==> src/rtl/instr_fetch.sv <==
// Instruction fetch: holds PC, issues in-order imem reads, buffers {pc, instr} for decode.
// Latency: instr visible to decode one clk after its imem response; 1 instr/clk with 1-cycle memory.
// Backpressure: requests stop when outstanding + buffered reach FIFO_DEPTH. Option: INSTR_FETCH_MISALIGN_CHK_EN.

module instr_fetch_fifo #(
    parameter int WIDTH = 32,
    parameter int DEPTH = 2
) (
    input  logic                   clk,
    input  logic                   rst_n,
    input  logic                   push,
    input  logic [WIDTH-1:0]       wdata,
    input  logic                   pop,
    input  logic                   flush,
    output logic [WIDTH-1:0]       rdata,
    output logic [$clog2(DEPTH):0] count
);
    localparam int AW = $clog2(DEPTH);

    logic [WIDTH-1:0] mem [DEPTH];
    logic [AW-1:0]    rd_ptr;
    logic [AW-1:0]    wr_ptr;

    assign rdata = mem[rd_ptr];

    always_ff @(posedge clk or negedge rst_n) begin
        if (!rst_n) begin
            rd_ptr <= '0;
            wr_ptr <= '0;
            count  <= '0;
        end else if (flush) begin
            rd_ptr <= '0;
            wr_ptr <= '0;
            count  <= '0;
        end else begin
            if (push) wr_ptr <= wr_ptr + AW'(1);
            if (pop)  rd_ptr <= rd_ptr + AW'(1);
            count <= count + (AW+1)'(push) - (AW+1)'(pop);
        end
    end

    always_ff @(posedge clk) begin
        if (push && !flush) mem[wr_ptr] <= wdata;
    end
endmodule

module instr_fetch #(
    parameter int              XLEN       = 32,
    parameter logic [XLEN-1:0] RESET_PC   = '0,
    parameter int              FIFO_DEPTH = 2
) (
    input  logic            clk,
    input  logic            rst_n,
    output logic            imem_req_valid,
    output logic [XLEN-1:0] imem_req_addr,
    input  logic            imem_req_ready,
    input  logic            imem_rsp_valid,
    input  logic [31:0]     imem_rsp_data,
    input  logic            redirect_valid,
    input  logic [XLEN-1:0] redirect_pc,
    output logic            if_valid,
    output logic [31:0]     if_instr,
    output logic [XLEN-1:0] if_pc,
    output logic [6:0]      if_opcode,
`ifdef INSTR_FETCH_MISALIGN_CHK_EN
    output logic            if_misalign,
`endif
    input  logic            if_ready
);
    localparam int CW = $clog2(FIFO_DEPTH) + 1;
    localparam int DW = XLEN + 32;

    localparam logic [1:0] ST_BOOT  = 2'd0;
    localparam logic [1:0] ST_RUN   = 2'd1;
    localparam logic [1:0] ST_FLUSH = 2'd2;

    logic [1:0]      state;
    logic [XLEN-1:0] pc;
    logic [CW-1:0]   drop_cnt;
    logic [CW-1:0]   outstanding;
    logic [CW-1:0]   buf_cnt;
    logic [CW:0]     credits_used;
    logic [CW-1:0]   inflight_next;
    logic [XLEN-1:0] tag_head;
    logic [DW-1:0]   head;
    logic [XLEN-1:0] fetch_target;
    logic            halt;
    logic            rsp_ok;
    logic            pop;
    logic            accept;
    logic            push;

`ifdef INSTR_FETCH_MISALIGN_CHK_EN
    logic misalign;

    always_ff @(posedge clk or negedge rst_n) begin
        if (!rst_n) begin
            misalign <= 1'b0;
        end else if (redirect_valid) begin
            misalign <= (redirect_pc[1:0] != 2'b00);
        end
    end

    assign halt         = misalign;
    assign if_misalign  = misalign;
    assign fetch_target = redirect_pc;
`else
    assign halt         = 1'b0;
    assign fetch_target = redirect_pc & ~XLEN'(3);
`endif

    // Responses with no matching request (e.g. issued before a reset) are ignored.
    assign rsp_ok = imem_rsp_valid && (outstanding != '0);
    assign pop    = if_valid && if_ready;

    // A same-cycle pop frees a credit so a single-cycle memory sustains 1 instr/clk.
    assign credits_used   = {1'b0, outstanding} + {1'b0, buf_cnt} - (CW+1)'(pop);
    assign imem_req_valid = (state == ST_RUN) && !redirect_valid && !halt &&
                            (credits_used < (CW+1)'(FIFO_DEPTH));
    assign imem_req_addr  = pc;
    assign accept         = imem_req_valid && imem_req_ready;
    assign push           = rsp_ok && (drop_cnt == '0) && !redirect_valid;
    assign inflight_next  = outstanding + CW'(accept) - CW'(rsp_ok);

    assign if_valid  = (buf_cnt != '0) && !halt;
    assign if_instr  = if_valid ? head[31:0] : 32'd0;
    assign if_pc     = if_valid ? head[DW-1:32] : '0;
    assign if_opcode = if_instr[6:0];

    instr_fetch_fifo #(.WIDTH(XLEN), .DEPTH(FIFO_DEPTH)) u_tag_q (
        .clk   (clk),
        .rst_n (rst_n),
        .push  (accept),
        .wdata (pc),
        .pop   (rsp_ok),
        .flush (1'b0),
        .rdata (tag_head),
        .count (outstanding)
    );

    instr_fetch_fifo #(.WIDTH(DW), .DEPTH(FIFO_DEPTH)) u_rsp_q (
        .clk   (clk),
        .rst_n (rst_n),
        .push  (push),
        .wdata ({tag_head, imem_rsp_data}),
        .pop   (pop),
        .flush (redirect_valid),
        .rdata (head),
        .count (buf_cnt)
    );

    always_ff @(posedge clk or negedge rst_n) begin
        if (!rst_n) begin
            state    <= ST_BOOT;
            pc       <= RESET_PC;
            drop_cnt <= '0;
        end else begin
            if (redirect_valid) begin
                pc <= fetch_target;
            end else if (accept) begin
                pc <= pc + XLEN'(4);
            end

            // Everything still in flight at a redirect belongs to the old path.
            if (redirect_valid) begin
                drop_cnt <= inflight_next;
            end else if (rsp_ok && (drop_cnt != '0)) begin
                drop_cnt <= drop_cnt - CW'(1);
            end

            case (state)
                ST_BOOT:  state <= ST_RUN;
                ST_RUN:   if (redirect_valid && (inflight_next != '0)) state <= ST_FLUSH;
                ST_FLUSH: if (drop_cnt == '0) state <= ST_RUN;
                default:  state <= ST_BOOT;
            endcase
        end
    end
endmodule
==> config.mk <==
export PLATFORM = sky130hd
export DESIGN_NAME = instr_fetch
export DESIGN_NICKNAME = d
export VERILOG_FILES = /design/src/rtl/instr_fetch.sv
export SDC_FILE = /design/constraint.sdc
export NUM_CORES = 1
export LEC_CHECK = 0
export BUFFER_PORTS_ARGS = -buffer_cell sky130_fd_sc_hd__buf_2
export CAP_MARGIN = 20
export CORE_MARGIN = 3
export CORE_UTILIZATION = 54
export CTS_CLUSTER_DIAMETER = 150
export CTS_CLUSTER_SIZE = 16
export DETAILED_ROUTE_END_ITERATION = 16
export PLACE_DENSITY_LB_ADDON = 0.15
export SYNTH_ARGS = -nofsm -noshare
export SYNTH_HDL_FRONTEND = slang
export SYNTH_SLANG_ARGS = --single-unit
==> constraint.sdc <==
create_clock -name clk -period 7.9 [get_ports clk]
set_input_delay 1.58 -clock clk [delete_from_list [all_inputs] [get_ports clk]]
set_output_delay 1.58 -clock clk [all_outputs]
set_load 0.005 [all_outputs]
# Word level (Yosys, flattened, before mapping)
# Memory sizes are Yosys's and may differ from the RTL's.
# Cells that the tools add are included.
totals:
  reg_bits: 44
  ram_bits: 192
  inputBits: 70
  memories: 2
memory_table:
  columns: ["memory", "depth", "width", "read_ports", "rd_ports_with_merged_regs", "write_ports", "line_no", "rtl"]
  rows:
  - ["u_rsp_q.mem", 2, 64, 1, 0, 1, "20", "logic [WIDTH-1:0] mem [DEPTH];"]
  - ["u_tag_q.mem", 2, 32, 1, 0, 1, "20", null]
classes:
  add_sub_neg: 12
  magnitude_cmp: 1
  eq_ne: 4
  mux: 18
  n_reduce_logical: 22
op_table:
  columns: ["op", "n"]
  rows:
  - ["$mux 32", 4]
  - ["$add 32x3->32 const B", 1]
  - ["$reduce_bool 2->1", 8]
  - ["$logic_and 1x1->1", 10]
  - ["$mux 2", 5]
  - ["$mux 1", 8]
  - ["$pmux 2 s3", 1]
  - ["$add 1x1->1 const B", 4]
  - ["$add 2x1->2", 2]
  - ["$logic_not 2->1", 2]
  - ["$sub 2x1->2", 2]
  - ["$add 2x2->3", 1]
  - ["$lt 3x2->1 const B", 1]
  - ["$sub 3x1->3", 1]
  - ["$eq 2x1->1 const B", 1]
  - ["$eq 2x2->1 const B", 1]
  - ["$ne 2x1->1 const B", 1]
  - ["$ne 2x2->1 const B", 1]
  - ["$reduce_and 2->1", 1]
  - ["$sub 2x1->2 const B", 1]
  - ["$logic_not 1->1", 1]

# Longest topological paths before layout
logic_depth:
  ltp_word: 12
  depth_mapped: 16
  mapped_depth_nobuf: 15

# Cells and area by module
# Synthesis repeated with hierarchy kept, for this count alone.
unflattened:
  cells_unflattened: 692
  hier_area_um2: 10578.9
by_module_without_submodules:
  columns: ["mod", "instances", "cells_per_inst", "area_each_um2", "seq_area_each_um2"]
  rows:
  - ["instr_fetch_fifo (u_rsp_q)", 1, 216, 5031.1, 3943.8]
  - ["instr_fetch", 1, 359, 2879.0, 850.8]
  - ["instr_fetch_fifo (u_tag_q)", 1, 117, 2668.8, 2021.9]

# Least setup slack after synthesis
# OpenSTA, ideal clock, no wires.
synth_path:
  path_type: "input -> register"
  startpoint: "in redirect_valid"
  endpoint: "mem u_rsp_q.mem[0][0] (netlist bit) (enable)"
  setup_ns: 0.559
  t_arrival_ns: 6.451
  required_time_ns: 7.341
  slack_ns: 0.891
  path_stages: 4
  n_path_buf: 3
  path_cell_list: "clkbuf_1 -> clkbuf_1 -> buf_1 -> nor3_1"
synth_via:
  elab_chain_len: 5
synth_rtl:
  columns: ["element", "line_no", "rtl"]
  rows:
  - ["start, declared", "59", "input logic redirect_valid,"]
  - ["$logic_not 1->1 (*)", "43, 122", null]
  - ["$logic_and 1x1->1", "122", "assign push = rsp_ok && (drop_cnt == '0) && !redirect_valid;"]
  - ["$logic_and 1x1->1 (*)", "43", "if (push && !flush) mem[wr_ptr] <= wdata;"]
  - ["$mux 1 (*)", "43", null]
  - ["$mux 1 (not written as such) (*)", "43", null]
  - ["end, declared", "20", null]
# Mark *: on every way between the ends. The rest lies on a longest branch, timed or not.

# Worst setup path after layout
layout_path:
  startpoint: "in if_ready"
  endpoint: "out imem_req_valid"
layout_via:
  elab_chain_len: 4
layout_rtl:
  columns: ["element", "line_no", "rtl"]
  rows:
  - ["start, declared", "68", "input logic if_ready"]
  - ["$logic_and 1x1->1", "114", "assign pop = if_valid && if_ready;"]
  - ["$sub 3x1->3", "117", "assign credits_used = {1'b0, outstanding} + {1'b0, buf_cnt} - (CW+1)'(pop);"]
  - ["$lt 3x2->1", "119", "(credits_used < (CW+1)'(FIFO_DEPTH));"]
  - ["$logic_and 1x1->1", "118", "assign imem_req_valid = (state == ST_RUN) && !redirect_valid && !halt &&"]
  - ["end, declared", "54", "output logic imem_req_valid,"]
# No other way between the ends.

==> out/metrics.yaml <==
placement:
  dpl.hpwl_mm: 11.5
  dpl_cell_area_um2: 10400
  place.gp.congestion: 0.789
  dp_cells: 1007
  place_ws_ps: 2930
  port_buffers: 168
yosys:
  ys_warn_count: 0
  synth_top_cell_by_area: "edfxtp_1"
  syn_inst: 646
  synth-async-reset-ratio_pct: 18.6
  synth.avg_cell_area_um2: 14.5
  synth_top_area_share_pct: 58.9
  netlist_area_um2: 9390
  synth-edff-count: 184
  synth_ff_type: "edfxtp_1"
  synth_cell_types: 41
  ys_seq_area_share_pct: 70.1
  synth-seq-cells: 226
  synth.top_cells.by_area: "edfxtp_1 (59%), dfrtp_1 (11%), mux2i_1 (6.7%), mux2_2 (3.7%), nor2_1 (3.3%)"
global_routing:
  grt_usage_pct: 19.1
  grt_max_degree: 74
  antenna_found_initial: 0
  grt_pass1_wl_mm: 28.2
  first_global_vias: 5526
  gr-total-overflow: 0
worst_setup_path:
  crit_path_start_kind: "input pin"
  crit_path_max_fanout: 6
  crit_buf_inv: 3
  end_kind: "output pin"
  cp_slowest_cell: "fa_1"
  required_ps: 6320
  crit_path_frequent_cell: "buf_2"
  cpLargestDelayFamily: "adder cells"
  cp_data_arrival_time_ps: 3400
  path_class: "input pin to output pin"
  path_cells: "buf_2 > nor2b_1 > ha_1 > inv_1 > nand2_1 > fa_1 > xor2_2 > nand3_1 > nor2_1 > buf_2"
  critPathMaxStageDelay_ps: 410
cells_and_area:
  n_fill_cell: 1287
  synthToLayoutAreaGrowth_pct: 17.1
  regArea_um2: 6580
  mostFrequentLayoutCell: "edfxtp_1"
  utilization_pct: 65.3
  final_cells: 1041
  fin_area_um2: 11000
  layout-drive-gt1-share_pct: 30.1
  antenna_cells: 0
  final_cell_mix: "edfxtp_1 (184), buf_2 (168), nor2_1 (82), mux2i_1 (63), nand2_1 (44)"
  multiInputGateArea_um2: 2580
  final_net_count: 887
floorplan:
  core.rowCount: 47
  pin_count: 175
  core_um2: 16800
  die_area_um2: 19000
  die_h_um: 138
  initial_core_util_pct: 55.8
  chipWidth_um: 138
routing:
  first_pass_iters: 5
  wirelength_mm: 18.2
  drt_iter0_markers: 376
  antenna_left: 0
  drt-vias-per-instance: 5.26
  wire_per_inst_um: 17.4
  vias: 5477
  drc: 0
clocking:
  cts_setup_buffers: 0
  numCtsBuffers: 18
  clk_path_buf_depth: 3
  htree_levels: 1
  postCtsHoldBufs: 0
  clkTransAtPathRegs_ps: 70
  cts.sinks: 226
  cts_root_buffer: "clkbuf_16"
  cts.repair.resized: 0
  insertion_delay_ps: 480
  cts_tree: "yes"
timing:
  max_freq_mhz: 201
  finalSetupViolations: 0
  slew_headroom_pct: 47.8
  hold_slack_ps: 516
  maxSlewViolCount: 0
  worst_pin_slew_ps: 783
  post-route-period-util_pct: 63.0
  finalWorstSetupSlack_ps: 2920
  hold_viol: 0
  fin_setup_tns_ps: 0
  period_needed_ps: 4980
  rsz0062_at_grt: "no"
  finClkSkew_ps: 15.0
pwr:
  peakVddDrop_mv: 0.224
  total_power_mw: 3.29
  power_leakage_nw: 4.19
  powerDensity_nw_per_um2: 299
status:
  status: "completed"
hold_path:
  hp-class: "register to register"
run:
  cap_violations: 0
-- path summary, 6_finish.rpt --
path                                                     end                  startpoint  cells past startpoint  slack, ps
worst max-delay path                          imem_req_valid                    if_ready                     10       2920
worst min register to register          state[0]$_DFFE_PN0P_        state[1]$_DFFE_PN0P_                      1        520
max in group asynchronous       imem_req_addr[6]$_DFFE_PN0N_                       rst_n                      2       6550
worst max register to register          state[1]$_DFFE_PN0P_  u_rsp_q.count[1]$_DFF_PN0_                     15       4470
worst min-delay path                    state[0]$_DFFE_PN0P_        state[1]$_DFFE_PN0P_                      1        520
min in group asynchronous            drop_cnt[1]$_DFFE_PN0P_                       rst_n                      1        900
-- per-layer routing --
metal,up-vias,part of all wire (%),GRT usage [%]
met5,-,0,0
li1,2650,-,-
met3,31,7.6,3.58
met4,0,2.6,6.48
met2,178,48,31.9
met1,2618,42,25.4
-- report_power, final --
group / switching, mW / internal, mW / total [mW] / leakage [nW]
sequential: 0.104 / 1.46 / 1.56 / 2.18
combinational: 0.494 / 0.393 / 0.888 / 1.76
clock: 0.384 / 0.453 / 0.837 / 0.256
total: 0.982 / 2.31 / 3.29 / 4.19
-- sequential cells by signal, indices dropped and copies added, names as in the netlist --
name / flops
u_rsp_q.wr_ptr: 1
u_rsp_q.count: 2
u_tag_q.count: 2
u_rsp_q.mem: 124
u_tag_q.rd_ptr: 1
u_tag_q.wr_ptr: 1
drop_cnt: 2
u_tag_q.mem: 60
imem_req_addr: 30
state: 2
u_rsp_q.rd_ptr: 1
-- synthesized netlist by cell type, types with 2 or more instances --
cell        n
and3_1      7
nor3_1      9
buf_4      12
xor2_1      7
a211o_1     3
nor2_1     83
o21ai_1     9
nor4_2      7
nand2_1    44
and4_1      3
ha_1        7
nand3_1    14
a21oi_1     2
dfrtp_1    42
nor2b_1     4
xnor2_1    27
edfxtp_1  184
buf_2       5
buf_1       7
mux2i_1    63
and2_1      2
clkbuf_1   14
inv_1      16
nand4_1     8
o21ai_0    21
mux2_2     31
-- cell families after synthesis --
kind of cell | share of synthesized area, %
AOI/OAI and AO/OA | 2.35
other | 0.0400
adders and majority gates | 1.15
buffers and inverters | 2.71
DFF | 70.1
xor gates and xnor gates | 3.35
and+or+nand+nor | 9.91
muxes | 10.4
-- worst register-to-register path, delay by kind of cell (launching register included) --
family                   cells  cell delay [ps]
XOR/XNOR                     2              260
buffers and inverters        2              160
AO/OA/AOI/OAI                2              360
flip-flops                   1              420
AND/OR/NAND/NOR              6             1110
adder cells (fa/ha/maj)      3             1000
-- final cells by class --
class | count | share of cell area (%)
flip-flops and latches | 226 | 59.9
multi-input cells | 369 | 23.5
repair buffers | 178 | 8.63
clock buffers | 31 | 4.74
well taps | 220 | 2.51
inverters | 16 | 0.547
clock inverters | 1 | 0.148
Power figures use the tool's default switching activity.
